<file path="src/rtl/acc_pkg.sv">
// Shared types and helpers for the accelerator port arbiter.
package acc_pkg;

   // Wide enough for any practical requester count (up to 256 requesters).
   localparam int ArbIdxW = 8;

   function automatic int idx_width(input int num_req);
      return (num_req > 1) ? $clog2(num_req) : 1;
   endfunction

   typedef struct packed {
      logic [ArbIdxW-1:0] rr;
      logic [ArbIdxW-1:0] gnt;
      logic               lock;
   } arb_state_t;

endpackage

</file>
<file path="src/rtl/acc_rsp_spill.sv">
// Two-entry spill register: 1-cycle latency, 1 transfer/cycle; o_rdy is !full, taken from flops only.
module acc_rsp_spill #(
   parameter type T = logic
) (
   input  logic clk_i,
   input  logic rst_ni,
   input  logic i_vld,
   output logic o_rdy,
   input  T     i_dat,
   output logic o_vld,
   input  logic i_rdy,
   output T     o_dat
);

   T           r_mem [2];
   logic       r_wptr;
   logic       r_rptr;
   logic [1:0] r_cnt;
   logic       w_push;
   logic       w_pop;

   assign o_rdy  = (r_cnt != 2'd2);
   assign o_vld  = (r_cnt != 2'd0);
   assign o_dat  = r_mem[r_rptr];
   assign w_push = i_vld & o_rdy;
   assign w_pop  = o_vld & i_rdy;

   always_ff @(posedge clk_i or negedge rst_ni) begin
      if (!rst_ni) begin
         r_wptr <= 1'b0;
         r_rptr <= 1'b0;
         r_cnt  <= 2'd0;
      end else begin
         if (w_push) r_wptr <= ~r_wptr;
         if (w_pop)  r_rptr <= ~r_rptr;
         r_cnt <= r_cnt + {1'b0, w_push} - {1'b0, w_pop};
      end
   end

   always_ff @(posedge clk_i) begin
      if (w_push) r_mem[r_wptr] <= i_dat;
   end

endmodule

</file>
<file path="src/rtl/acc_arbiter.sv">
// Round-robin arbiter sharing one accelerator port; 0-cycle Q/P paths, Q stall locks the grant until handshake.
// ACC_ARB_RSP_SPILL_EN: responses pass a 2-entry spill (+1 cycle, mst_p_ready_o registered).
module acc_arbiter
   import acc_pkg::*;
#(
   parameter  int NumReq     = 2,
   parameter  int DataWidth  = 32,
   parameter  int AddrWidth  = 5,
   parameter  int IdWidth    = 5,
   localparam int IdxWidth   = idx_width(NumReq),
   localparam int MstIdWidth = IdWidth + IdxWidth
) (
   input  logic                               clk_i,
   input  logic                               rst_ni,
   input  logic [NumReq-1:0][AddrWidth-1:0]   slv_q_addr_i,
   input  logic [NumReq-1:0][31:0]            slv_q_data_op_i,
   input  logic [NumReq-1:0][DataWidth-1:0]   slv_q_data_arga_i,
   input  logic [NumReq-1:0][DataWidth-1:0]   slv_q_data_argb_i,
   input  logic [NumReq-1:0][DataWidth-1:0]   slv_q_data_argc_i,
   input  logic [NumReq-1:0][IdWidth-1:0]     slv_q_id_i,
   input  logic [NumReq-1:0]                  slv_q_valid_i,
   output logic [NumReq-1:0]                  slv_q_ready_o,
   output logic [DataWidth-1:0]               slv_p_data0_o,
   output logic [DataWidth-1:0]               slv_p_data1_o,
   output logic                               slv_p_dual_wb_o,
   output logic                               slv_p_error_o,
   output logic [IdWidth-1:0]                 slv_p_id_o,
   output logic [NumReq-1:0]                  slv_p_valid_o,
   input  logic [NumReq-1:0]                  slv_p_ready_i,
   output logic [AddrWidth-1:0]               mst_q_addr_o,
   output logic [31:0]                        mst_q_data_op_o,
   output logic [DataWidth-1:0]               mst_q_data_arga_o,
   output logic [DataWidth-1:0]               mst_q_data_argb_o,
   output logic [DataWidth-1:0]               mst_q_data_argc_o,
   output logic [MstIdWidth-1:0]              mst_q_id_o,
   output logic                               mst_q_valid_o,
   input  logic                               mst_q_ready_i,
   input  logic [DataWidth-1:0]               mst_p_data0_i,
   input  logic [DataWidth-1:0]               mst_p_data1_i,
   input  logic                               mst_p_dual_wb_i,
   input  logic                               mst_p_error_i,
   input  logic [MstIdWidth-1:0]              mst_p_id_i,
   input  logic                               mst_p_valid_i,
   output logic                               mst_p_ready_o
);

   typedef struct packed {
      logic [DataWidth-1:0]  data0;
      logic [DataWidth-1:0]  data1;
      logic                  dual_wb;
      logic                  error;
      logic [MstIdWidth-1:0] id;
   } rsp_t;

   arb_state_t           r_st;
   arb_state_t           w_st_nxt;
   logic [ArbIdxW-1:0]   w_grant;
   logic                 w_found;
   logic                 w_q_hs;
   logic [IdWidth-1:0]   w_q_id;

   rsp_t                 w_mst_rsp;
   rsp_t                 w_rsp;
   logic                 w_rsp_vld;
   logic                 w_rsp_rdy;
   logic [IdxWidth-1:0]  w_p_idx;
   logic                 w_p_hit;

   assign mst_q_valid_o = |slv_q_valid_i;
   assign w_q_hs        = mst_q_valid_o & mst_q_ready_i;

   // Scan order i=0..NumReq-1 starting at rr; k matches (rr+i) mod NumReq without a divider.
   always_comb begin
      w_grant = r_st.rr;
      w_found = 1'b0;
      if (r_st.lock) begin
         w_grant = r_st.gnt;
      end else begin
         for (int i = 0; i < NumReq; i++) begin
            for (int k = 0; k < NumReq; k++) begin
               if (!w_found && slv_q_valid_i[k] &&
                   ((k == int'(r_st.rr) + i) || (k + NumReq == int'(r_st.rr) + i))) begin
                  w_grant = ArbIdxW'(k);
                  w_found = 1'b1;
               end
            end
         end
      end
   end

   always_comb begin
      mst_q_addr_o      = slv_q_addr_i[0];
      mst_q_data_op_o   = slv_q_data_op_i[0];
      mst_q_data_arga_o = slv_q_data_arga_i[0];
      mst_q_data_argb_o = slv_q_data_argb_i[0];
      mst_q_data_argc_o = slv_q_data_argc_i[0];
      w_q_id            = slv_q_id_i[0];
      slv_q_ready_o     = '0;
      for (int k = 0; k < NumReq; k++) begin
         if (w_grant == ArbIdxW'(k)) begin
            mst_q_addr_o      = slv_q_addr_i[k];
            mst_q_data_op_o   = slv_q_data_op_i[k];
            mst_q_data_arga_o = slv_q_data_arga_i[k];
            mst_q_data_argb_o = slv_q_data_argb_i[k];
            mst_q_data_argc_o = slv_q_data_argc_i[k];
            w_q_id            = slv_q_id_i[k];
            slv_q_ready_o[k]  = mst_q_ready_i & mst_q_valid_o;
         end
      end
      mst_q_id_o = {w_grant[IdxWidth-1:0], w_q_id};
   end

   always_comb begin
      w_st_nxt = r_st;
      if (w_q_hs) begin
         w_st_nxt.lock = 1'b0;
         w_st_nxt.rr   = (w_grant == ArbIdxW'(NumReq - 1)) ? '0 : w_grant + ArbIdxW'(1);
      end else if (mst_q_valid_o) begin
         w_st_nxt.lock = 1'b1;
         w_st_nxt.gnt  = w_grant;
      end
   end

   always_ff @(posedge clk_i or negedge rst_ni) begin
      if (!rst_ni) begin
         r_st <= '0;
      end else begin
         r_st <= w_st_nxt;
      end
   end

   assign w_mst_rsp = '{data0:   mst_p_data0_i,
                        data1:   mst_p_data1_i,
                        dual_wb: mst_p_dual_wb_i,
                        error:   mst_p_error_i,
                        id:      mst_p_id_i};

`ifdef ACC_ARB_RSP_SPILL_EN
   acc_rsp_spill #(.T(rsp_t)) u_rsp_spill (
      .clk_i  (clk_i),
      .rst_ni (rst_ni),
      .i_vld  (mst_p_valid_i),
      .o_rdy  (mst_p_ready_o),
      .i_dat  (w_mst_rsp),
      .o_vld  (w_rsp_vld),
      .i_rdy  (w_rsp_rdy),
      .o_dat  (w_rsp)
   );
`else
   assign w_rsp_vld     = mst_p_valid_i;
   assign w_rsp         = w_mst_rsp;
   assign mst_p_ready_o = w_rsp_rdy;
`endif

   assign w_p_idx         = w_rsp.id[IdWidth +: IdxWidth];
   assign slv_p_data0_o   = w_rsp.data0;
   assign slv_p_data1_o   = w_rsp.data1;
   assign slv_p_dual_wb_o = w_rsp.dual_wb;
   assign slv_p_error_o   = w_rsp.error;
   assign slv_p_id_o      = w_rsp.id[IdWidth-1:0];

   // An index with no requester behind it is sunk so the accelerator never stalls on it.
   always_comb begin
      slv_p_valid_o = '0;
      w_rsp_rdy     = 1'b1;
      w_p_hit       = 1'b0;
      for (int k = 0; k < NumReq; k++) begin
         if (w_p_idx == IdxWidth'(k)) begin
            slv_p_valid_o[k] = w_rsp_vld;
            w_rsp_rdy        = slv_p_ready_i[k];
            w_p_hit          = 1'b1;
         end
      end
   end

   p_rsp_idx_in_range: assert property (@(posedge clk_i) disable iff (!rst_ni)
                                        !(w_rsp_vld && !w_p_hit));

endmodule

</file>
<file path="config.mk">
export PLATFORM = sky130hd
export DESIGN_NAME = acc_arbiter
export DESIGN_NICKNAME = d
export VERILOG_FILES = /design/src/rtl/acc_pkg.sv /design/src/rtl/acc_rsp_spill.sv /design/src/rtl/acc_arbiter.sv
export SDC_FILE = /design/constraint.sdc
export NUM_CORES = 1
export LEC_CHECK = 0
export ABC_AREA = 1
export CAP_MARGIN = 20
export CORE_AREA = 3 3 220 222
export CTS_CLUSTER_DIAMETER = 120
export DETAILED_ROUTE_END_ITERATION = 8
export DIE_AREA = 0 0 223 225
export GPL_TIMING_DRIVEN = 0
export PLACE_DENSITY = 0.32
export SYNTH_ARGS = -nofsm -noshare
export SYNTH_HDL_FRONTEND = slang
export SYNTH_SLANG_ARGS = --single-unit
</file>
<file path="constraint.sdc">
create_clock -name clk_i -period 4.5 [get_ports clk_i]
set_clock_uncertainty 0.05 [all_clocks]
set_input_delay 1.35 -clock clk_i [delete_from_list [all_inputs] [get_ports clk_i]]
set_output_delay 1.35 -clock clk_i [all_outputs]
set_load 0.1 [all_outputs]
</file>
**After elaboration in Yosys (flattened, before gate mapping)**

Index checks and enable logic that the tools add are counted.
W data, S select, Z words.

- Bits in registers: 17
- Output and inout bits: 216
- Input bits: 356
- Word-level logic and storage cells: 59

- Bitwise gates (word level): 2
- Add/subtract/negate cells: 2
- Equal/unequal tests: 7
- Reduce and logical (&&, ||, !) cells: 20
- Mux-type cells: 25

Operators with widths:

| cell | number |
|---|---|
| $mux W32 | 4 |
| $logic_not A32 Y1 | 2 |
| $mux W8 | 6 |
| $eq A2 B32 Y1 const A | 1 |
| $eq A3 B32 Y1 const A | 1 |
| $eq A3 B8 Y1 const A | 2 |
| $mux W1 | 13 |
| $mux W5 | 2 |
| $add A8 B1 Y9 const B | 1 |
| $eq A2 B9 Y1 const A | 1 |
| $add A8 B1 Y8 const B | 1 |
| $eq A2 B8 Y1 const A | 1 |
| $eq A8 B1 Y1 const B | 1 |
| $logic_not A8 Y1 | 1 |
| $logic_and A1 B1 Y1 | 7 |
| $logic_or A1 B1 Y1 | 4 |
| $logic_not A1 Y1 | 3 |
| $reduce_and A2 Y1 | 1 |
| $reduce_bool A2 Y1 | 1 |
| $reduce_or A2 Y1 | 1 |
| $and A1 B1 Y1 | 1 |
| $not A1 Y1 | 1 |

**Logic depth before layout (Yosys ltp)**

Gate-level depths: netlist of the first run.

- Depth in word-level cells: 22
- Depth in mapped cells: 16
- Mapped depth without buffers: 15

**Worst setup path after synthesis of the first run**

No wires, ideal clock.

- Path type: input -> output
- Start point: in slv_q_valid_i[0]
- End point: out slv_q_ready_o[1]
- Path slack: -0.749 ns
- Buffers on the path: 2
- Required time: 3.100 ns
- Stages on the path: 12
- Arrival: 3.849 ns
- Cell sequence: nand3_1 > nand2_1 > nand2_1 > o21ai_0 > nor2_1 > nor2_1 > nor2_1 > ha_1 > nand2_2 > buf_6 > buf_6 > nor2_1

- Cells in the longest elaborated chain, start to end: 20
- Elaborated cells between the ends (all ways): 25
- Those cells by class: eq/ne (1); mux (12); bitwise (1); reduce/logical (11)

Ends and longest elaborated chain:

| element | line | RTL |
|---|---|---|
| start, declared | acc_arbiter.sv:21 | `input logic [NumReq-1:0] slv_q_valid_i,` |
| $logic_and A1 B1 Y1 | acc_arbiter.sv:81 | `if (!w_found && slv_q_valid_i[k] &&` |
| $mux W1 | acc_arbiter.sv:81 |  |
| $mux W1 | acc_arbiter.sv:76 | `if (r_st.lock) begin` |
| $logic_not A1 Y1 | acc_arbiter.sv:81 |  |
| $logic_and A1 B1 Y1 (2 in a row) | acc_arbiter.sv:81 |  |
| $mux W1 | acc_arbiter.sv:81 |  |
| $mux W1 | acc_arbiter.sv:76 |  |
| $logic_not A1 Y1 | acc_arbiter.sv:81 |  |
| (+3 left out) | - |  |
| $mux W1 | acc_arbiter.sv:76 |  |
| $logic_not A1 Y1 | acc_arbiter.sv:81 |  |
| $logic_and A1 B1 Y1 (2 in a row) | acc_arbiter.sv:81 |  |
| $mux W8 * | acc_arbiter.sv:81 |  |
| $mux W8 * | acc_arbiter.sv:76 |  |
| named net w_grant[0] | acc_arbiter.sv:57 | `logic [ArbIdxW-1:0] w_grant;` |
| $eq A8 B1 Y1 * | acc_arbiter.sv:100 | `if (w_grant == ArbIdxW'(k)) begin` |
| $mux W1 * | acc_arbiter.sv:100 |  |
| end, declared | acc_arbiter.sv:22 | `output logic [NumReq-1:0] slv_q_ready_o,` |

The timed path passes the listed nets; every way through them passes the cells marked *. The select of a mux whose other input is x is not followed.

**Worst setup path after layout of the first run**

- Start point: in slv_q_valid_i[0]
- End point: out mst_q_data_arga_o[14]

- Cells in the longest elaborated chain, start to end: 20
- Elaborated cells between the ends (all ways): 23
- Those cells by class: eq/ne (1); mux (12); reduce/logical (10)

Ends and longest elaborated chain:

| element | line | RTL |
|---|---|---|
| $logic_and A1 B1 Y1 | acc_arbiter.sv:81 |  |
| $mux W1 | acc_arbiter.sv:81 |  |
| $mux W1 | acc_arbiter.sv:76 |  |
| $logic_not A1 Y1 | acc_arbiter.sv:81 |  |
| $logic_and A1 B1 Y1 (2 in a row) | acc_arbiter.sv:81 |  |
| $mux W1 | acc_arbiter.sv:81 |  |
| $mux W1 | acc_arbiter.sv:76 |  |
| $logic_not A1 Y1 | acc_arbiter.sv:81 |  |
| (+3 left out) | - |  |
| $mux W1 | acc_arbiter.sv:76 |  |
| $logic_not A1 Y1 | acc_arbiter.sv:81 |  |
| $logic_and A1 B1 Y1 (2 in a row) | acc_arbiter.sv:81 |  |
| $mux W8 * | acc_arbiter.sv:81 |  |
| $mux W8 * | acc_arbiter.sv:76 |  |
| named net w_grant[0] | acc_arbiter.sv:57 |  |
| $eq A8 B1 Y1 * | acc_arbiter.sv:100 |  |
| $mux W32 * | acc_arbiter.sv:100 |  |
| end, declared | acc_arbiter.sv:32 | `output logic [DataWidth-1:0] mst_q_data_arga_o,` |

Marked as above.

==> results.yml, run 1 <==
status:
  status: "complete, but fails checks"
  violations: "setup timing"
cells_and_area:
  stdcell_count: 1533
  layout-drive-gt1-share_pct: 46.0
  largest_reg_flops: 17
  diodes: 0
  top_regs: "r_st (17)"
  synthToLayoutAreaGrowth_pct: 215
  layout.nets: 1286
  stdcell_area_mm2: 0.0116
  top_register: "r_st"
  post-route-util_pct: 25.0
  final_common_cell: "clkdlybuf4s50_1"
  layout_common_cells: "clkdlybuf4s50_1 (354), buf_12 (131), mux2_4 (113), buf_4 (83), nand2_1 (39)"
timing:
  fin_crit_sh_pct: 107
  tightest_slew_ps: 1140
  rsz0062_at_grt: "yes"
  setup_viol: 138
  hold_viol: 0
  drv_slew: 0
  fmax_mhz: 208
  max-slew-margin-rel_pct: 23.6
  layout_setup_ws_ps: -307
  period_minus_slack_ps: 4810
  tns_ps: -23430
setup_path:
  crit_chain: "buf_8 > nand3_2 > nand2_1 > nand2_1 > nand3_1 > nand2_1 > nand2_2 > nor2_4 > nor2_4 > ha_4 > nand2_4 > buf_12 > buf_12 > buf_8 > buf_12 > buf_12 > mux2_4 > buf_12"
  cp_max_fo: 5
  cp_slowest_cell: "mux2_4"
  worst-path-buf-inv: 7
  critical_path_class: "in -> out"
  cp_top_family: "buffers and inverters"
  worstSetupStartpointType: "primary input"
  worst_ep_required_time_ps: 3100
  max_stage_delay_ps: 320
  worstSetupEndpointType: "primary output"
  rr_worst_depth: 14
  crit_top_cell: "buf_12"
  critical_path_arrival_ps: 3410
  worstReg2RegEnd: "r_st[15]"
  ff2ff_setup_slack_ps: 1880
  reg2reg_from: "r_st[14]"
detailed_routing:
  drtIter0Drc: 107
  vias: 4797
  wl_per_cell_um: 17.1
  ant_nets: 0
  drc_errors: 0
  viasPerCell: 3.13
  wl_um: 26200
  first_pass_iters: 4
global_routing:
  grt_pass1_vias: 5123
  grt_pass1_wl_um: 35400
  antenna_found_initial: 1
  grt_max_degree: 18
  grt_overflow: 0
  grt_usage_pct: 9.33
synth:
  synth_top_area_share_pct: 35.4
  avgSynthCellArea_um2: 9.42
  syn_inst: 391
  ys_types: 29
  synth_top_area_cell: "mux2_4"
  syn_area_mm2: 0.00368
  synth_seq_cells: 17
  yosys-top-cells-area: "mux2_4 (35%), mux2_2 (16%), buf_4 (15%)"
  yosysWarnings: 0
  seq_area_frac_synth_pct: 11.5
  syn-num-nets: 750
pwr:
  power_density_mw_per_mm2: 236
  total_power_mw: 2.74
  power.leakage_nw: 5.32
  vdd_drop_max_mv: 0.124
placement:
  routabilityCongestion: 0.737
  dpl_cell_area_mm2: 0.00954
  numPortBuffers: 500
  hpwl_um: 22300
  placed_cells: 1501
clocking:
  path_clk_slew_ps: 60
  cts_buffers: 3
  clock_sinks: 17
  ctsHtreeMaxLevel: 1
  postCtsHoldBufs: 0
  cts_tree: "yes"
  root_buffer: "clkbuf_16"
  clk_path_buf_depth: 2
  clk_latency_ps: 250
die:
  initial_core_util_pct: 7.91
  die_h_um: 225
  fp-row-count: 79
  die-area_mm2: 0.0502
  die_x_um: 223
  pin_count: 572
  coreArea_mm2: 0.0466
hold_path:
  hold_end: "r_st[3]"
  hold_class: "reg -> reg"
  holdPathStages: 2
  holdCritStartpoint: "r_st[3]"
run:
  drv_cap: 0
==> cell families (layout without fill, tap and decap cells) <==
kind of cell | after synthesis | after routing | synth area share, %
multiplexers | 139 | 139 | 51.3
buffers and inverters | 117 | 652 | 21.5
AND/OR/NAND/NOR | 86 | 86 | 9.98
AO/OA/AOI/OAI | 26 | 26 | 3.90
flip-flops | 17 | 17 | 11.5
adder cells (fa/ha/maj) | 3 | 3 | 1.02
XOR/XNOR | 3 | 3 | 0.713
==> area by class of cell <==
class / instances / area [um^2]
fill: 4897 / 34900
multi-input combinational: 257 / 2660
timing repair buffer: 533 / 6770
inverter: 27 / 104
clock buffer: 3 / 75.1
sequential: 17 / 425
clock inverter: 1 / 5.00
buffer: 88 / 821
tap: 607 / 759
==> stage by stage <==
stage | hold slack (ps) | setup WS, ps
global route | 454 | -454
finish | 436 | -307
detailed placement | 424 | -2010
floorplan | 395 | 34.9
CTS | 439 | -338
global placement | 420 | -2100
==> synthesized netlist by cell type (all sizes together) <==
cell	count
nand2	42
nor3	2
xor2	3
and2	1
nand4	1
or2	4
o22ai	2
buf	88
inv	27
clkbuf	2
o21ai	20
ha	3
nand3	14
o21a	2
a21oi	1
mux2	139
and3	2
nor2	20
dfrtp	17
o21bai	1
==> where the power goes <==
group / internal, mW / total [mW] / switching [mW]
clock network: 0.119 / 0.185 / 0.0660
logic: 0.938 / 2.33 / 1.39
registers: 0.193 / 0.228 / 0.0342
==> what timing repair did <==
| action | 4_1_cts | 5_1_grt |
|---|---|---|
| resized for setup | 1167 | 143 |
| endpoints found under the setup margin | 145 | 144 |
| setup buffers | 20 | 6 |
| gates cloned | 7 | 5 |
| pin swaps | 7 | 3 |
==> worst max-delay path by stage <==
stage,startpoint,end,slack (ps),depth (start not counted)
6_report,slv_q_valid_i[0],mst_q_data_arga_o[14],-310,18
5_1_grt,slv_q_valid_i[0],mst_q_data_arga_o[14],-450,18
4_1_cts,slv_q_valid_i[1],mst_q_data_arga_o[14],-340,18
3_5_place_dp,slv_q_valid_i[0],mst_q_data_arga_o[12],-2010,14
3_3_place_gp,slv_q_valid_i[0],mst_q_data_argc_o[15],-2100,14
2_1_floorplan,slv_q_valid_i[0],slv_q_ready_o[1],30,12
==> worst min-delay path, stage by stage, from the launching register on <==
cell	delay [ps]
dfrtp_1	340
nand2_1	50
o21ai_0	60
==> per-layer routing <==
metal  vias up  wire [um]  GRT usage (%)
met5         -         13              0
met4         2        159          0.861
met3         9       2570           2.88
met2       297      14100           17.8
met1      2161       9380           10.5
li1       2328          -              -
(Power assumes the default switching activity.)
==> inputs of run 2 (changes only) <==
Settings changed: CORE_AREA 3 3 220 222 to 3 3 224 226, CTS_CLUSTER_SIZE set to 10, DIE_AREA 0 0 223 225 to 0 0 227 229, PLACE_DENSITY 0.32 to 0.31.
Clock period 4.5 ns to 5.8 ns, I/O delays scaled along.
==> results.yml, run 2 (synthesis gave the netlist of run 1 again) <==
status:
  status: "completed"
timing:
  fin_crit_sh_pct: 98.3
  tightest_slew_ps: 1170
  max-slew-margin-rel_pct: 21.8
  drv_slew: 0
  period_minus_slack_ps: 5700
  hold_viol: 0
  fmax_mhz: 175
  holdWs_ps: 436
  setup_viol: 0
  layout_setup_ws_ps: 98.1
setup_path:
  worstSetupEndpointType: "primary output"
  ff2ff_setup_slack_ps: 3260
  worstReg2RegEnd: "r_st[15]"
  worst_ep_required_time_ps: 4010
  worstSetupStartpointType: "primary input"
  critical_path_arrival_ps: 3910
  rr_worst_depth: 15
  critical_path_class: "in -> out"
  cp_slowest_cell: "mux2_4"
  reg2reg_from: "r_st[9]"
  crit_top_cell: "nor2_4"
  max_stage_delay_ps: 300
  cp_max_fo: 6
  crit_chain: "clkdlybuf4s15_2 > and3_1 > nand3_2 > nor2_4 > nor2_2 > nor2_4 > ha_4 > nand2_8 > buf_12 > buf_16 > bufbuf_16 > mux2_4 > buf_8"
cells_and_area:
  layout_common_cells: "clkdlybuf4s50_1 (358), buf_4 (110), mux2_4 (87), buf_6 (66), mux2_2 (52)"
  stdcell_count: 1526
  top_register: "r_st"
  layout.nets: 1263
  top_regs: "r_st (17)"
  stdcell_area_mm2: 0.00969
  synthToLayoutAreaGrowth_pct: 163
  largest_reg_flops: 17
  layout-drive-gt1-share_pct: 44.3
  final_common_cell: "clkdlybuf4s50_1"
die:
  die_x_um: 227
  die_h_um: 229
  coreArea_mm2: 0.0485
  die-area_mm2: 0.0520
  fp-row-count: 81
  pin_count: 572
  initial_core_util_pct: 7.59
hold_path:
  holdPathStages: 2
  hold_end: "r_st[5]"
  hold_class: "reg -> reg"
  holdCritStartpoint: "r_st[5]"
global_routing:
  grt_usage_pct: 8.54
  grt_max_degree: 18
  grt_overflow: 0
  grt_pass1_wl_um: 33000
  grt_pass1_vias: 4792
  antenna_found_initial: 2
clocking:
  postCtsHoldBufs: 0
  ctsHtreeMaxLevel: 1
  clk_path_buf_depth: 2
  cts_tree: "yes"
  clk_latency_ps: 250
  root_buffer: "clkbuf_16"
  path_clk_slew_ps: 50
  cts_buffers: 3
  clock_sinks: 17
placement:
  place_ws_ps: -1510
  hpwl_um: 21700
  dpl_cell_area_mm2: 0.00947
  numPortBuffers: 500
  routabilityCongestion: 0.725
  placed_cells: 1513
detailed_routing:
  viasPerCell: 3.07
  wl_um: 24600
  vias: 4680
  drtIter0Drc: 103
  wl_per_cell_um: 16.1
  ant_nets: 0
  drc_errors: 0
  first_pass_iters: 4
pwr:
  power_density_mw_per_mm2: 195
  total_power_mw: 1.89
  vdd_drop_max_mv: 0.0803
  power.leakage_nw: 4.39
run:
  drv_cap: 0
[run 2: final cells by class]
cell class,count,area [um^2]
fill,5357,38900
timing repair buffer,508,4990
multi-input combinational,257,2540
tap,622,778
buffer,90,766
sequential,17,425
inverter,27,104
clock buffer,4,78.8
antenna,1,2.50
[run 2: report_power, final]
part | switching [mW] | internal, mW | total, mW
registers | 0.0261 | 0.150 | 0.176
clock network | 0.0487 | 0.0935 | 0.142
logic | 1.03 | 0.536 | 1.57
[run 2: worst max-delay path by stage]
stage | from | endpoint | slack, ps | cells past startpoint
4_1_cts | slv_q_valid_i[0] | mst_q_data_arga_o[28] | 10 | 16
3_3_place_gp | slv_q_valid_i[0] | mst_q_data_arga_o[11] | -1500 | 14
2_1_floorplan | slv_q_valid_i[0] | slv_q_ready_o[1] | 240 | 12
6_report | slv_q_valid_i[1] | mst_q_data_arga_o[29] | 100 | 13
5_1_grt | slv_q_valid_i[1] | mst_q_data_arga_o[28] | -2 | 16
3_5_place_dp | slv_q_valid_i[0] | mst_q_data_arga_o[11] | -1510 | 14
[run 2: critical path: cells and delay by family]
| family | cells | cell delay [ps] |
|---|---|---|
| mux | 1 | 300 |
| simple gates | 6 | 700 |
| fa+ha+maj | 1 | 180 |
| buf+inv | 5 | 980 |
[run 2: per-layer routing]
metal  share of wire (%)  up-vias  GRT usage (%)
met1                  36     2089           9.14
met5               0.053        -              0
li1                    -     2284              -
met2                  53      299           16.8
met4                0.32        2          0.706
met3                  11        6           2.68
[run 2: timing repair]
action                     in CTS  in global routing
setup endpoints to repair     141                 78
gates cloned                    3                  0
hold endpoints to repair        0                  0
buffers inserted                4                  1
pin swaps                       5                  5
gates resized for setup       910                 10
[run 2: metrics by stage]
| step | utilization (%) | TNS [ps] |
|---|---|---|
| 2_1_floorplan | - | 0 |
| 4_1_cts | 19.9 | 0 |
| 3_3_place_gp | 19.5 | -191940 |
| 5_1_grt | 19.9 | -4.12 |
| 3_5_place_dp | 19.5 | -194300 |
| 6_report | 20.0 | 0 |
